## src/rtl/count_load_arbiter.sv

```systemverilog
// Round-robin front end sharing one load_and_count_x4 counter between two clients.
// A winner's start/len are latched, the counter is loaded and run len steps, then its output is checked.
module count_load_arbiter #(
  parameter int WIDTH = 32,
  parameter int LEN_W = 16,
  parameter int STEP  = 4
) (
  input  logic             i_clk,
  input  logic             i_reset,
  input  logic             i_req0,
  input  logic [WIDTH-1:0] i_start0,
  input  logic [LEN_W-1:0] i_len0,
  input  logic             i_req1,
  input  logic [WIDTH-1:0] i_start1,
  input  logic [LEN_W-1:0] i_len1,
  output logic             o_gnt0,
  output logic             o_gnt1,
  output logic             o_done0,
  output logic             o_done1,
  output logic [WIDTH-1:0] o_result,
  output logic             o_mismatch,
  output logic             o_err,
  output logic             o_busy,
  output logic             o_ctr_load,
  output logic [WIDTH-1:0] o_ctr_d,
  input  logic [WIDTH-1:0] i_ctr_out
);

  typedef enum logic [1:0] {S_IDLE, S_LOAD, S_RUN, S_CHECK} state_t;

  state_t           r_state, w_next;
  logic             r_last;      // last winner, doubles as owner of the running job
  logic [WIDTH-1:0] r_start;
  logic [LEN_W-1:0] r_len;
  logic [LEN_W-1:0] r_rem;
  logic             r_gnt0, r_gnt1, r_done0, r_done1, r_mismatch, r_err;
  logic [WIDTH-1:0] r_result;

  logic             w_any;
  logic             w_win1;
  logic [WIDTH-1:0] w_expected;

  assign w_any      = i_req0 | i_req1;
  assign w_win1     = i_req1 & (~i_req0 | ~r_last);
  assign w_expected = r_start + WIDTH'(STEP) * WIDTH'(r_len);

  always_ff @(posedge i_clk or negedge i_reset) begin
    if (!i_reset) r_state <= S_IDLE;
    else          r_state <= w_next;
  end

  always_comb begin
    w_next = r_state;
    case (r_state)
      S_IDLE:  if (w_any) w_next = S_LOAD;
      S_LOAD:  w_next = (r_len == '0) ? S_CHECK : S_RUN;
      S_RUN:   if (r_rem == LEN_W'(1)) w_next = S_CHECK;
      S_CHECK: w_next = S_IDLE;
      default: w_next = S_IDLE;
    endcase
  end

  // Combinational from state so reset kills the load strobe without a clock.
  always_comb begin
    o_ctr_load = (r_state == S_LOAD);
    o_busy     = (r_state != S_IDLE);
  end

  always_ff @(posedge i_clk or negedge i_reset) begin
    if (!i_reset) begin
      r_last     <= 1'b1;
      r_start    <= '0;
      r_len      <= '0;
      r_rem      <= '0;
      r_gnt0     <= 1'b0;
      r_gnt1     <= 1'b0;
      r_done0    <= 1'b0;
      r_done1    <= 1'b0;
      r_mismatch <= 1'b0;
      r_err      <= 1'b0;
      r_result   <= '0;
    end else begin
      r_gnt0     <= 1'b0;
      r_gnt1     <= 1'b0;
      r_done0    <= 1'b0;
      r_done1    <= 1'b0;
      r_mismatch <= 1'b0;
      case (r_state)
        S_IDLE: if (w_any) begin
          r_gnt0  <= ~w_win1;
          r_gnt1  <= w_win1;
          r_last  <= w_win1;
          r_start <= w_win1 ? i_start1 : i_start0;
          r_len   <= w_win1 ? i_len1 : i_len0;
        end
        S_LOAD:  r_rem <= r_len;
        S_RUN:   r_rem <= r_rem - LEN_W'(1);
        S_CHECK: begin
          r_result <= i_ctr_out;
          r_done0  <= ~r_last;
          r_done1  <= r_last;
          if (i_ctr_out != w_expected) begin
            r_mismatch <= 1'b1;
            r_err      <= 1'b1;
          end
        end
        default: ;
      endcase
    end
  end

  assign o_gnt0     = r_gnt0;
  assign o_gnt1     = r_gnt1;
  assign o_done0    = r_done0;
  assign o_done1    = r_done1;
  assign o_result   = r_result;
  assign o_mismatch = r_mismatch;
  assign o_err      = r_err;
  assign o_ctr_d    = r_start;

endmodule

```

## config.mk

```make
export PLATFORM = sky130hd
export DESIGN_NAME = count_load_arbiter
export DESIGN_NICKNAME = d
export VERILOG_FILES = /design/src/rtl/count_load_arbiter.sv
export SDC_FILE = /design/constraint.sdc
export NUM_CORES = 1
export LEC_CHECK = 0
export CORE_MARGIN = 5
export CORE_UTILIZATION = 45
export CTS_CLUSTER_SIZE = 28
export DETAILED_ROUTE_END_ITERATION = 10
export PLACE_DENSITY = 0.89
export SYNTH_ARGS = -nofsm -noshare
export SYNTH_HDL_FRONTEND = slang
export SYNTH_SLANG_ARGS = --single-unit
```

## constraint.sdc

```tcl
create_clock -name i_clk -period 4.15 [get_ports i_clk]
set_clock_uncertainty 0.2 [all_clocks]
set_input_delay 0.83 -clock i_clk [delete_from_list [all_inputs] [get_ports i_clk]]
set_output_delay 0.83 -clock i_clk [all_outputs]
set_load 0.05 [all_outputs]
```

==> results of run 1 <==
-- sequential cells by signal, indices dropped and copies added, names as in the netlist --
register / cells
o_ctr_d: 32
o_done0: 1
o_done1: 1
o_err: 1
o_gnt0: 1
o_gnt1: 1
o_mismatch: 1
o_result: 32
r_last: 1
r_len: 16
r_rem: 16
r_state: 2
-- worst max-delay path, cell delays in order (launching register included) --
cell and delay (ps):
dfrtp_1 440, inv_1 130, ha_1 340, clkinv_1 170
clkdlybuf4s50_1 780
-- metal layers --
metal | share of wire [%] | wire length, µm | global-route usage [%] | vias to the layer above
met2 | 50 | 10300 | 42.0 | 270
met4 | 1.5 | 304 | 5.56 | 0
met1 | 40 | 8120 | 29.6 | 2871
met3 | 8.9 | 1830 | 7.54 | 27
met5 | 0 | 0 | 0 | -
li1 | - | - | - | 2845
-- cells in the final DEF, fill, tap and decap left out, types with 9 or more instances in the layout --
master / n
clkdlybuf4s50_1: 202
dfrtp_1: 104
nand2_1: 88
o21ai_0: 75
a22oi_1: 39
mux2_2: 33
a21oi_1: 31
xnor2_1: 27
mux2i_1: 25
nor2_1: 23
ha_1: 21
xor2_1: 19
o22ai_1: 15
inv_1: 13
nand4_1: 13
nand3_1: 13
nor4_1: 10
clkbuf_16: 9
buf_4: 9
-- layout make-up --
type,instances,area share [%]
Tap cell,180,2.54
Clock inverter,5,0.677
Multi-Input combinational cell,522,40.2
Timing Repair Buffer,211,23.6
Clock buffer,11,2.85
Inverter,14,0.592
Sequential cell,105,29.6
-- report_power, final --
group          internal [mW]  leakage [nW]  switching [mW]
clock network          0.505         0.153           0.406
registers               1.55          1.27           0.569
logic                   1.97          2.22            3.31
-- cell families after synthesis --
| group | count (synthesis) | synth area share, % |
|---|---|---|
| adder cells (fa/ha/maj) | 23 | 4.63 |
| flip-flops | 105 | 41.2 |
| multiplexers | 58 | 9.75 |
| AND/OR/NAND/NOR | 195 | 15.0 |
| buffers and inverters | 53 | 3.39 |
| AO/OA/AOI/OAI | 200 | 19.7 |
| XOR/XNOR | 46 | 6.31 |
-- final timing paths --
check | slack, ps | from | depth (start not counted) | endpoint
min | 270 | i_reset | 1 | r_len[3]
max in group asynchronous | 2640 | i_reset | 2 | o_result[21]
max reg2reg | 910 | o_ctr_d[2] | 10 | o_err
min in group i_clk | 310 | o_result[20] | 1 | o_result[20]
min reg2reg | 310 | o_result[20] | 1 | o_result[20]
max | 900 | r_state[0] | 4 | o_busy
==> flow_summary.yaml, run 1 <==
status:
  status: "finished, final reports clean"
yosys:
  synth_warnings: 0
  synth_most_common_cell: "dfrtp_1"
  syn-num-nets: 835
  ys_seq_area_share_pct: 41.2
  synth_seq_cells: 105
  synth.largest_area_cell: "dfrtp_1"
  synth_area_per_cell_um2: 9.38
  synth-async-reset-ratio_pct: 100
  synth_edf_count: 0
  ys_top_cells_by_count: "dfrtp_1, nand2_1, o21ai_0"
  ys.flop_type: "dfrtp_1"
  ys_top_cells_by_area: "dfrtp_1, o21ai_0, mux2_2"
  ys_types: 67
  synth.top_cell.area_share_pct: 40.8
  synth.cell_area_um2: 6380
  synthCells: 680
die:
  start_util_pct: 46.0
  dieArea_um2: 16700
  die_y_um: 129
  ioPinCount: 204
  fp.dieW_um: 129
  core_um2: 13900
  num_rows: 43
flow_run:
  maxCapViolCount: 0
layout:
  synthToLayoutAreaGrowth_pct: 39.0
  multi_input_area_um2: 3560
  seq_area_um2: 2630
  fin_util_pct: 63.9
  fill_cells: 1179
  nets: 1018
  drive_gt1_share_pct: 8.76
  design_area_um2: 8870
  instances_no_fill: 1048
  diodes: 0
sta:
  setup_ws_ps: 897
  finalHoldViolations: 0
  tightest_slew_ps: 985
  layout_min_cycle_time_ps: 3250
  tns_ps: 0
  hold_slack_ps: 270
  finalCritPeriodShare_pct: 78.4
  relSlewSlack_pct: 34.4
  rsz0062_at_grt: "no"
  slew_violations: 0
  timing.fmax_mhz: 307
  setup_viol: 0
grt:
  grt_max_degree: 63
  antenna_found_initial: 0
  grt_usage_pct: 24.2
  grt_pass1_wl_um: 31600
  gr-total-overflow: 0
  grt_pass1_vias: 6040
detailed_routing:
  detail-route-antenna-nets: 0
  drt-wirelength-per-cell_um: 19.6
  firstDrtPassIters: 5
  vias: 6013
  drt_wl_total_um: 20500
  drc: 0
  drtIter0Drc: 399
  via_per_inst: 5.74
placement:
  portBuffers: 203
  dp_slack_ps: 787
  dp_cells: 1032
  placedInstanceArea_um2: 8560
  dp_hpwl_um: 15800
  gp_congestion: 0.894
hold_path:
  worstHoldPathType: "in -> async"
clock_network:
  cts.path.max_buffers: 2
  ctsHoldBuffers: 0
  tritoncts: "done"
  postCtsSetupBuffers: 0
  insertion_delay_ps: 360
  cts_inserted_buffers: 9
  cts_resized: 0
  clkTransAtPathRegs_ps: 80
  cts-htree-levels: 3
  cts.sinks: 105
  clockRootBuffer: "clkbuf_16"
critical_path:
  cp_data_arrival_time_ps: 2220
  end_kind: "primary output"
  worstSetupStartpointType: "flip-flop"
  critPathRequiredTime_ps: 3120
  crit_fanout: 6
  crit_type: "reg -> out"
power_and_ir_drop:
  irDropWorstVdd_mv: 0.487
  power_density_nw_per_um2: 937
  p_leak_nw: 3.64
  p_total_mw: 8.31
(Power assumes the default switching activity.)
==> inputs of run 2 (changes only) <==
==> constraint.sdc (replaced) <==
create_clock -name i_clk -period 3 [get_ports i_clk]
set_clock_uncertainty 0.2 [all_clocks]
set_input_delay 0.6 -clock i_clk [delete_from_list [all_inputs] [get_ports i_clk]]
set_output_delay 0.6 -clock i_clk [all_outputs]
set_load 0.05 [all_outputs]
==> run 2 against run 1 <==
Net effect: critical path depth is 8 higher; worst hold slack worse by 190 ps; sequential cell count stayed put; sequential share of layout area decreased by 0.83 points; final area up 2.9%; non-clock buffer count rose by 28; highest routed layer unchanged.
==> flow_summary.yaml, run 2 (synthesis gave the netlist of run 1 again) <==
clock_network:
  cts.sinks: 105
  tritoncts: "done"
  clockRootBuffer: "clkbuf_16"
  cts.path.max_buffers: 2
  clkTransAtPathRegs_ps: 70
  insertion_delay_ps: 360
  cts-htree-levels: 3
  cts_inserted_buffers: 9
detailed_routing:
  drc: 0
  detail-route-antenna-nets: 0
  drt_wl_total_um: 21000
  via_per_inst: 5.78
  vias: 6226
  drt-wirelength-per-cell_um: 19.5
  firstDrtPassIters: 5
  drtIter0Drc: 796
sta:
  relSlewSlack_pct: 51.4
  finalCritPeriodShare_pct: 97.1
  setup_ws_ps: 87.1
  layout_min_cycle_time_ps: 2910
  hold_slack_ps: 78.0
  slew_violations: 0
  tightest_slew_ps: 722
  rsz0062_at_grt: "yes"
  finalHoldViolations: 0
  timing.fmax_mhz: 343
  setup_viol: 0
die:
  start_util_pct: 46.0
  dieArea_um2: 16700
  core_um2: 13900
  ioPinCount: 204
  fp.dieW_um: 129
  num_rows: 43
  die_y_um: 129
grt:
  busiest_layer: "met2"
  antenna_found_initial: 0
  grt_max_degree: 55
  grt.met1_usage_pct: 31.8
  grt_util_met2_pct: 40.6
  grt_pass1_wl_um: 32600
  grt_usage_pct: 24.7
  grt.met3_usage_pct: 5.81
  gr-total-overflow: 0
  grt_pass1_vias: 6305
critical_path:
  crit_type: "reg -> reg"
  worst_setup_path_endpoint: "o_err"
  r2r_slack_ps: 90
  startpoint: "r_len[0]"
  cpMostUsedCell: "buf_6"
  cp.buffers_inverters: 2
  critPathRequiredTime_ps: 3030
  worstSetupStartpointType: "flip-flop"
  crit_fanout: 4
  reg2regPathDepth: 12
  end_kind: "flip-flop"
  slowest_delay_ps: 420
  rr_startpoint: "r_len[0]"
  cpLargestDelayFamily: "compound AO/OA/AOI/OAI gates"
  cp_data_arrival_time_ps: 2940
  r2r-end: "o_err"
  path_depth: 12
  slowest_stage: "dfrtp_1"
  path_cells: "ha_4, fa_2, a211oi_4, o21ai_2, buf_6, a22oi_2, buf_6, a211oi_2, mux2i_1, nand4_1, and4b_1, a41oi_2"
placement:
  dp_slack_ps: -52.2
  gp_congestion: 0.929
  dp_hpwl_um: 16000
  portBuffers: 203
flow_run:
  maxCapViolCount: 0
layout:
  synthToLayoutAreaGrowth_pct: 43.1
  layout_common_cells: "clkdlybuf4s50_1, dfrtp_1, nand2_1, o21ai_0, a22oi_1"
  drive_gt1_share_pct: 12.7
  final_common_cell: "clkdlybuf4s50_1"
  nets: 1046
hold_path:
  worstHoldPathType: "in -> async"
status:
  status: "finished, final reports clean"
power_and_ir_drop:
  irDropWorstVdd_mv: 0.734
  p_leak_nw: 3.76
  power_density_nw_per_um2: 1300
[run 2: cell count changes in the layout (fill, tap and decap cells not counted), moves of 2 or more]
cell / change
buf_4: +25
clkbuf_1: +3
nor4_1: -3
nor4_2: +3
buf_12: +2
buf_6: +2
clkbuf_8: -2
ha_1: -2
[run 2: worst register-to-register path: cells and delay by family (launching register included)]
kind                       cells  cell delay, ps
AOI/OAI and AO/OA              5             650
muxes                          1             230
adders and majority gates      2             610
DFF                            1             420
and+or+nand+nor                2             410
buffers and inverters          2             270
[run 2: metrics by stage]
| step | TNS, ps | power (mW) | area (µm²) | util, % | std cells |
|---|---|---|---|---|---|
| floorplan | 0 | 7.89 | 6390 | - | 680 |
| global placement | 0 | 10.3 | 8800 | 63.4 | 1060 |
| detailed placement | -78.6 | 10.5 | 8800 | 63.4 | 1060 |
| CTS | 0 | 11.7 | 9070 | 65.3 | 1076 |
| global route | -140 | 12.6 | 9130 | 65.8 | 1076 |
| finish | 0 | 11.9 | 9130 | 65.8 | 1077 |
[run 2: power breakdown]
| part | internal (mW) | leakage [nW] | total, mW | switching, mW |
|---|---|---|---|---|
| sequential | 2.14 | 1.27 | 2.89 | 0.746 |
| clock | 0.566 | 0.123 | 1.10 | 0.537 |
| combinational | 3.04 | 2.37 | 7.88 | 4.84 |
[run 2: what timing repair did]
action	4_1_cts	5_1_grt
hold buffers	0	0
endpoints found under the setup margin	2	2
pin swaps	1	9
resized for setup	2	11
endpoints found under the hold margin	0	0
buffers inserted	0	0
[run 2: area by class of cell]
cell class                      count  area (µm²)
Antenna cell                        1        2.50
Clock buffer                       12         236
Clock inverter                      4        28.8
Fill cell                        1084        4750
Inverter                           14        52.6
Multi-Input combinational cell    522        3630
Sequential cell                   105        2630
Tap cell                          180         225
Timing Repair Buffer              239        2330
[run 2: per-layer routing]
layer | wire length [µm] | up-vias | part of all wire [%]
met5 | 0 | - | 0
met4 | 638 | 0 | 3.0
met3 | 1660 | 48 | 7.9
met2 | 10200 | 269 | 49
met1 | 8450 | 3003 | 40
li1 | - | 2906 | -
[run 2: how the worst min path moves through the flow]
stage	startpoint	endpoint	slack [ps]	depth (start not counted)
after global routing	i_reset	o_ctr_d[21]	150	1
after floorplan	i_reset	o_ctr_d[0]	100	0
final	i_reset	o_ctr_d[21]	80	1
after CTS	i_reset	o_ctr_d[28]	120	1
after global placement	o_result[9]	o_result[9]	290	1
after detailed placement	o_result[8]	o_result[8]	300	1
